**config.mk**
```make
export PLATFORM = sky130hd
export DESIGN_NAME = ram_rank_ctrl
export DESIGN_NICKNAME = d
export VERILOG_FILES = /design/src/rtl/ram_rank_pkg.sv /design/src/rtl/ram_bank_sync.sv /design/src/rtl/ram_rank_ctrl.sv
export SDC_FILE = /design/constraint.sdc
export NUM_CORES = 2
export LEC_CHECK = 0
export CORE_MARGIN = 2
export CORE_UTILIZATION = 45
export DETAILED_ROUTE_END_ITERATION = 16
export MAX_ROUTING_LAYER = met4
export SLEW_MARGIN = 20
export SYNTH_ARGS = -nofsm -noshare
export SYNTH_HDL_FRONTEND = slang
export SYNTH_HIERARCHICAL = 1
export SYNTH_SLANG_ARGS = --single-unit
export TNS_END_PERCENT = 1
```
**constraint.sdc**
```tcl
create_clock -name clk -period 3.4 [get_ports clk]
set_clock_uncertainty 0.05 [all_clocks]
set_input_delay 0.51 -clock clk [delete_from_list [all_inputs] [get_ports clk]]
set_output_delay 0.51 -clock clk [all_outputs]
set_load 0.02 [all_outputs]
```
**src/rtl/ram_rank_pkg.sv**
```systemverilog
// Shared types for the rank controller: FSM state encoding and the accept rule.
package ram_rank_pkg;

  typedef enum logic [1:0] {
    IDLE   = 2'd0,
    ACTIVE = 2'd1,
    TURN   = 2'd2
  } state_t;

  // A new access may start from IDLE, or continue an ACTIVE stream on the same bank and direction.
  function automatic logic can_accept(state_t s, logic same_bank, logic same_dir);
    return (s == IDLE) || ((s == ACTIVE) && same_bank && same_dir);
  endfunction

endpackage

```
**src/rtl/ram_bank_sync.sv**
```systemverilog
// Single-port synchronous bank RAM; read data registered on a selected read cycle.
module ram_bank_sync #(
  parameter int unsigned WORD_DEPTH = 128,
  parameter int unsigned DATA_WIDTH = 8,
  localparam int unsigned WORD_W = $clog2(WORD_DEPTH)
) (
  input  logic                  clk,
  input  logic                  cs,
  input  logic                  wr,
  input  logic [WORD_W-1:0]     addr,
  input  logic [DATA_WIDTH-1:0] din,
  output logic [DATA_WIDTH-1:0] dout
);

  logic [DATA_WIDTH-1:0] mem [WORD_DEPTH];

  always_ff @(posedge clk) begin
    if (cs) begin
      if (wr) mem[addr] <= din;
      else    dout      <= mem[addr];
    end
  end

endmodule

```
**src/rtl/ram_rank_ctrl.sv**
```systemverilog
// One memory rank: NUM_BANKS bank RAMs behind a valid/ready port with turnaround
// bubbles, per-bank chip select and a fixed two-edge read return pipeline.
module ram_rank_ctrl
  import ram_rank_pkg::*;
#(
  parameter int unsigned NUM_BANKS  = 4,
  parameter int unsigned WORD_DEPTH = 128,
  parameter int unsigned DATA_WIDTH = 8,
  localparam int unsigned BANK_W = $clog2(NUM_BANKS),
  localparam int unsigned WORD_W = $clog2(WORD_DEPTH)
) (
  input  logic                     clk,
  input  logic                     rst,
  input  logic                     rank_en,
  input  logic                     req_valid,
  output logic                     req_ready,
  input  logic                     req_wr,
  input  logic [BANK_W+WORD_W-1:0] req_addr,
  input  logic [DATA_WIDTH-1:0]    req_wdata,
  output logic                     rd_valid,
  output logic [DATA_WIDTH-1:0]    rd_data,
  output logic [BANK_W-1:0]        rd_bank
);

  state_t                state;
  logic [BANK_W-1:0]     last_bank;
  logic                  last_wr;
  logic [BANK_W-1:0]     bank;
  logic [WORD_W-1:0]     word;
  logic                  accept;
  logic [NUM_BANKS-1:0]  cs;
  logic                  s1_valid;
  logic [BANK_W-1:0]     s1_bank;
  logic [DATA_WIDTH-1:0] bank_dout [NUM_BANKS];

  assign bank = req_addr[BANK_W+WORD_W-1:WORD_W];
  assign word = req_addr[WORD_W-1:0];

  assign req_ready = !rst && rank_en && can_accept(state, bank == last_bank, req_wr == last_wr);
  assign accept    = req_valid && req_ready;

  // Only the addressed bank is selected, and only on an accepting cycle.
  always_comb begin
    cs = '0;
    if (accept) cs[bank] = 1'b1;
  end

  always_ff @(posedge clk or posedge rst) begin
    if (rst) begin
      state     <= IDLE;
      last_bank <= '0;
      last_wr   <= 1'b0;
    end else begin
      case (state)
        IDLE: begin
          if (accept) begin
            state     <= ACTIVE;
            last_bank <= bank;
            last_wr   <= req_wr;
          end
        end
        ACTIVE: begin
          // A pending request that was refused here must be a bank or direction change.
          if (accept)                      state <= ACTIVE;
          else if (req_valid && rank_en)  state <= TURN;
          else                            state <= IDLE;
        end
        TURN:    state <= IDLE;
        default: state <= IDLE;
      endcase
    end
  end

  // Stage 1 tracks which bank captured the word; stage 2 muxes it out.
  always_ff @(posedge clk or posedge rst) begin
    if (rst) begin
      s1_valid <= 1'b0;
      s1_bank  <= '0;
      rd_valid <= 1'b0;
      rd_data  <= '0;
      rd_bank  <= '0;
    end else begin
      s1_valid <= accept && !req_wr;
      if (accept && !req_wr) s1_bank <= bank;
      rd_valid <= s1_valid;
      if (s1_valid) begin
        rd_data <= bank_dout[s1_bank];
        rd_bank <= s1_bank;
      end
    end
  end

  for (genvar b = 0; b < NUM_BANKS; b++) begin : g_bank
    ram_bank_sync #(
      .WORD_DEPTH(WORD_DEPTH),
      .DATA_WIDTH(DATA_WIDTH)
    ) u_bank (
      .clk  (clk),
      .cs   (cs[b]),
      .wr   (req_wr),
      .addr (word),
      .din  (req_wdata),
      .dout (bank_dout[b])
    );
  end

endmodule
```
; Word-level counts from Yosys, hierarchy flattened
; Memory sizes are Yosys's and may differ from the RTL's. A register that Yosys moved wholly into a read port is not among the register bits.
; Cells that the tools add are included.
[totals]
out_inout_bits = 12
ramBits = 4096
word_cells = 57
inputBits = 22
reg_bits = 19
mem_count = 4
[op_classes]
eq_ne = 4
muxes = 19
bitwise_logic = 2
magnitude_cmp = 3
n_reduce_logical = 17
[mem_list]
columns = memory, words, word_bits, read_ports, rd_ports_with_merged_regs, write_ports, line_no
row1 = g_bank[0].u_bank.mem, 128, 8, 1, 1, 1, ram_bank_sync.sv:15  ; logic [DATA_WIDTH-1:0] mem [WORD_DEPTH];
row2 = g_bank[1].u_bank.mem, 128, 8, 1, 1, 1, ram_bank_sync.sv:15
row3 = g_bank[2].u_bank.mem, 128, 8, 1, 1, 1, ram_bank_sync.sv:15
row4 = g_bank[3].u_bank.mem, 128, 8, 1, 1, 1, ram_bank_sync.sv:15
[ops]
columns = cell, count
row1 = binary-select mux 8 bit (select 2 bit), 1
row2 = two-way mux 8 bit, 2
row3 = two-way mux 1 bit, 10
row4 = AND reduction 2 bit, 5
row5 = logical AND 1 bit, 8
row6 = two-way mux 2 bit, 3
row7 = two-way mux 4 bit, 1
row8 = one-hot mux 2 bit (2 select lines), 1
row9 = greater-or-equal comparator 3 bit (second input constant), 1
row10 = < comparator 2 x 3 -> 1 bit (second input constant), 1
row11 = NOT 2 -> 3 bit, 1
row12 = demux 1 bit (select 2 bit), 1
row13 = equality test 2 x 1 -> 1 bit (second input constant), 1
row14 = equality test 2 bit, 1
row15 = greater-or-equal comparator 2 x 1 -> 1 bit (second input constant), 1
row16 = logical NOT 1 bit, 2
row17 = logical NOT 2 bit, 1
row18 = inequality test 2 bit (second input constant), 1
row19 = equality test 1 bit, 1
row20 = logical OR 1 bit, 1
row21 = NOT 1 bit, 1

; Longest topological paths before layout
[depth]
word_depth = 9
mapped_depth = 11
ltp_nobuf = 8

; Cells and area by module
; Netlist, hierarchy kept.
[by_module_without_submodules]
columns = module, area_each_um2, instances, seq_area_each_um2, cells_each
row1 = ram_bank_sync, 40537.6, 4, 30989.7, 2468
row2 = ram_rank_ctrl, 992.2, 1, 475.5, 68

; Least setup slack after synthesis
; No wires, ideal clock.
[synth_path]
path_type = input to register
start = input req_addr[2]
end = memory g_bank[0].u_bank.mem[96][0] (enable)
path_slack_ns = 0.526
setup_time_ns = 0.370
path_stages = 10
arrival_ns = 2.454
path_cell_list = buf_4 buf_4 buf_4 buf_2 buf_2 buf_2 nor2_1 nand2_1 clkbuf_1 nor2_1
[synth_lines]
columns = element, line_no
row1 = start: declaration, ram_rank_ctrl.sv:18  ; input logic [BANK_W+WORD_W-1:0] req_addr,
row2 = end: declaration, ram_bank_sync.sv:15
; Straight into the memory's write port.

==> run_results.csv <==
group,metric,value,unit
run_status,status,"complete, no violations",
global_route,grt_pass1_wl,776,mm
worst_setup_path,r2r_start,"state[1]",
floorplanning,coreArea,362000,µm²
timing,fmax,301,MHz
clock_network,clk_latency,1000,ps
global_route,grt_pass1_vias,103000,
synthesis,synthCells,9940,
timing,setup_violations,0,
detailed_routing,drc,0,
layout,finalNonFillerCells,16400,
floorplanning,dieWidth,606,µm
timing,rsz0062_at_grt,"true",
clock_network,root_buffer,"clkbuf_16",
power,leakage,64.5,nW
worst_setup_path,crit_type,"input pin to flop",
synthesis,ys_types,77,
floorplanning,die_h,606,µm
global_route,groute.usage.overall,30.4,%
layout,seq_area,124000,µm²
synthesis,yosysMostFrequentCell,"edfxtp_1",
layout,area_delta_synth_final,19.3,%
worst_setup_path,setup.worst_path.start_class,"input pin",
detailed_routing,drt_iter0_drc,15300,
detailed_routing,routedWlPerCell,33.7,µm
worst_setup_path,path_common_cell,"buf_4",
worst_hold_path,hold_class,"input pin to async pin",
timing,layout_min_cycle_time,3330,ps
clock_network,numCtsBuffers,414,
worst_setup_path,cp.arrival,3980,ps
detailed_routing,via_count,105000,
placement,place_area,181000,µm²
floorplanning,die-area,367000,µm²
clock_network,clock_sinks,4147,
power,swShare,22.7,%
floorplanning,rows,221,
timing,slew_viol_final,0,
synthesis,yosysWarnings,6,
synthesis,syn_area_per_cell,16.4,µm²
detailed_routing,drtPass1Iterations,8,
synthesis,synth.top_cells.by_count,"4128 x edfxtp_1, 747 x nor2_1, 588 x a221oi_1",
synthesis,syn_area,163000,µm²
detailed_routing,drt_wl_total,552,mm
worst_setup_path,r2r_setup_slack,90,ps
power,max-vdd-ir-drop,0.425,mV
synthesis,ys_seq_area_share,76.3,%
synthesis,postSynth.asyncResetShare,0.458,%
detailed_routing,viasPerCell,6.44,
synthesis,synth-edff-count,4128,
layout,design_area,195000,µm²
placement,place_congestion,0.974,
timing,tightest_slew,1230,ps
worst_setup_path,worstPathRequired,4050,ps
clock_network,htree_levels,5,
global_route,antenna_found_initial,16,
placement,hpwl,368,mm
detailed_routing,postRouteAntennaNets,0,
clock_network,cts_tree,"done",
worst_setup_path,critical-path-top-delay-family,"buffers and inverters",
floorplanning,initial_core_util,45.1,%
synthesis,ys_top_cells_by_area,"edfxtp_1 76%, mux2i_1 3.5%, a221oi_1 3.2%",
power,p_int,85.6,mW
synthesis,synth_fp_nets,9962,
power,power_density,569,nW/µm²
power,p_switching,25.2,mW
worst_setup_path,critPathMaxStageDelay,700,ps
synthesis,synth_ff_type,"edfxtp_1",
timing,maxSlewHeadroom,15.7,%
worst_setup_path,cpMaxStageDelayCell,"a2111oi_0",
clock_network,clk_path_buf_depth,4,
worst_setup_path,cp-end-kind,"flop",
clock_network,cts.reportedPaths.clkPinSlew,60,ps
synthesis,ys_ff_latch,4147,
job,max_cap_viol_count,0,
synthesis,synth_area_leader_cell,"edfxtp_1",
worst_setup_path,crit_path_max_fanout,20,
placement,io_buffers,33,
timing,finalHoldViolations,0,
worst_setup_path,r2r_end,"g_bank[0].u_bank/mem[98][2]",
global_route,grt_max_degree,117,
placement,dp.cells,15600,
layout,multi_input_area,35200,µm²
global_route,grt.overflow.total,0,
power,pwr-share-seq,50.9,%
timing,fin_crit_sh,97.9,%
power,combPwrFrac,7.5,%
floorplanning,ios,34,
layout,fin_nets,11200,
layout,drive_gt1_share,21.2,%
synthesis,post-synth-top-area-fraction,76.0,%
worst_setup_path,path_cells,"buf_8, buf_12, buf_12, buf_4, buf_4, mux2i_1, o22ai_1, a221oi_1, buf_4, o22ai_1, a2111oi_0, buf_4, nand4_1",
layout,fillCellCount,28600,
worst_setup_path,worst_r2r_path_depth,12,
worst_setup_path,crit_buf_inv,7,
power,p_clk_share,41.6,%
## worst register-to-register path, cell delays in order (launching register included)
cell	delay, ps
dfrtp_1	380
and4bb_2	330
and2b_1	170
a31oi_2	60
buf_12	180
nor3_1	160
buf_4	140
nand2_1	150
nor2_1	140
buf_4	140
nand2_1	210
buf_4	220
nor2_1	660
## stage by stage
stage          hold slack [ps]  worst slack (ps)  utilization, %  setup TNS (ps)  power (mW)
2_1_floorplan              302               526               -               0        60.6
3_3_place_gp               449              -747            50.0        -1063910        65.5
3_5_place_dp               460              -792            50.0         -915140        65.6
4_1_cts                   9.06              88.0            53.8               0         111
5_1_grt                   90.2             -23.3            53.8            -638         113
6_report                  38.8              73.0            53.8               0         111
## cell type report
class,count,share of cell area [%]
antenna,10,0.0129
clock buffer,490,5.53
clock inverter,277,1.45
inverter,31,0.0623
multi-input combinational,5015,18.1
sequential,4147,63.9
tap,4794,3.08
timing repair buffer,1588,7.88
## worst max-delay path by stage
| stage | startpoint | to | slack [ps] | cells after the start |
|---|---|---|---|---|
| after global placement | req_addr[2] | g_bank[0].u_bank/dout[4] | -750 | 13 |
| final | req_addr[2] | g_bank[0].u_bank/dout[4] | 70 | 13 |
| after global routing | state[1] | g_bank[0].u_bank/mem[66][1] | -20 | 12 |
| after detailed placement | req_addr[2] | g_bank[0].u_bank/dout[4] | -790 | 13 |
| after floorplan | req_addr[2] | g_bank[0].u_bank/mem[96][0] | 530 | 10 |
| after CTS | state[1] | g_bank[0].u_bank/mem[111][6] | 90 | 13 |
## flip-flops by register name, summed over array words and instances, names as in the netlist
register	count
rd_data	8
g_bank.u_bank/mem	4096
state	2
g_bank.u_bank/dout	32
s1_valid	1
rd_bank	2
s1_bank	2
rd_valid	1
last_bank	2
last_wr	1
## what timing repair did
item	in CTS	in global routing
buffers inserted	0	0
resized for setup	0	8
hold buffers	5	0
setup endpoints to repair	0	91
hold endpoints to repair	88	0
## per-layer routing
layer	up-vias	global-route usage, %	routed length [µm]
li1	43100	-	-
met1	53600	39.9	210000
met2	7268	46.6	255000
met3	1358	5.69	57800
met4	0	12.8	28800
met5	-	-	0
## placed cells by master, fill, tap and decap left out, drive strengths merged, types with 56 or more instances in the layout
master,Yosys,layout
nand3,72,72
a22oi,372,372
clkinv,8,185
a221o,68,68
o21ai,312,312
o22ai,312,312
clkbuf,278,490
mux2i,568,568
a221oi,588,588
nand2,371,371
a22o,284,284
nor2,747,747
edfxtp,4128,4128
buf,469,1566
a21oi,365,365
a2111oi,56,56
o22a,56,56
mux2,107,107
nor2b,132,132
## cell families (layout without fill, tap and decap cells)
group,Yosys count,after routing,synth area share (%)
muxes,707,707,4.67
xor gates and xnor gates,3,3,0.0161
DFF,4147,4147,76.3
AOI/OAI and AO/OA,2724,2724,12.3
other,0,10,0
buffers and inverters,778,2386,2.29
and+or+nand+nor,1581,1581,4.44
## power by group through the flow
stage,Sequential (mW),Combinational [mW],Clock [mW]
floorplan,57.5,3.14,0
CTS,56.4,8.13,46.5
global placement,57.5,8.06,0
global route,56.3,8.51,48.4
finish,56.4,8.30,46.1
detailed placement,57.5,8.10,0
Note: power is estimated with default switching activity, not from simulation.
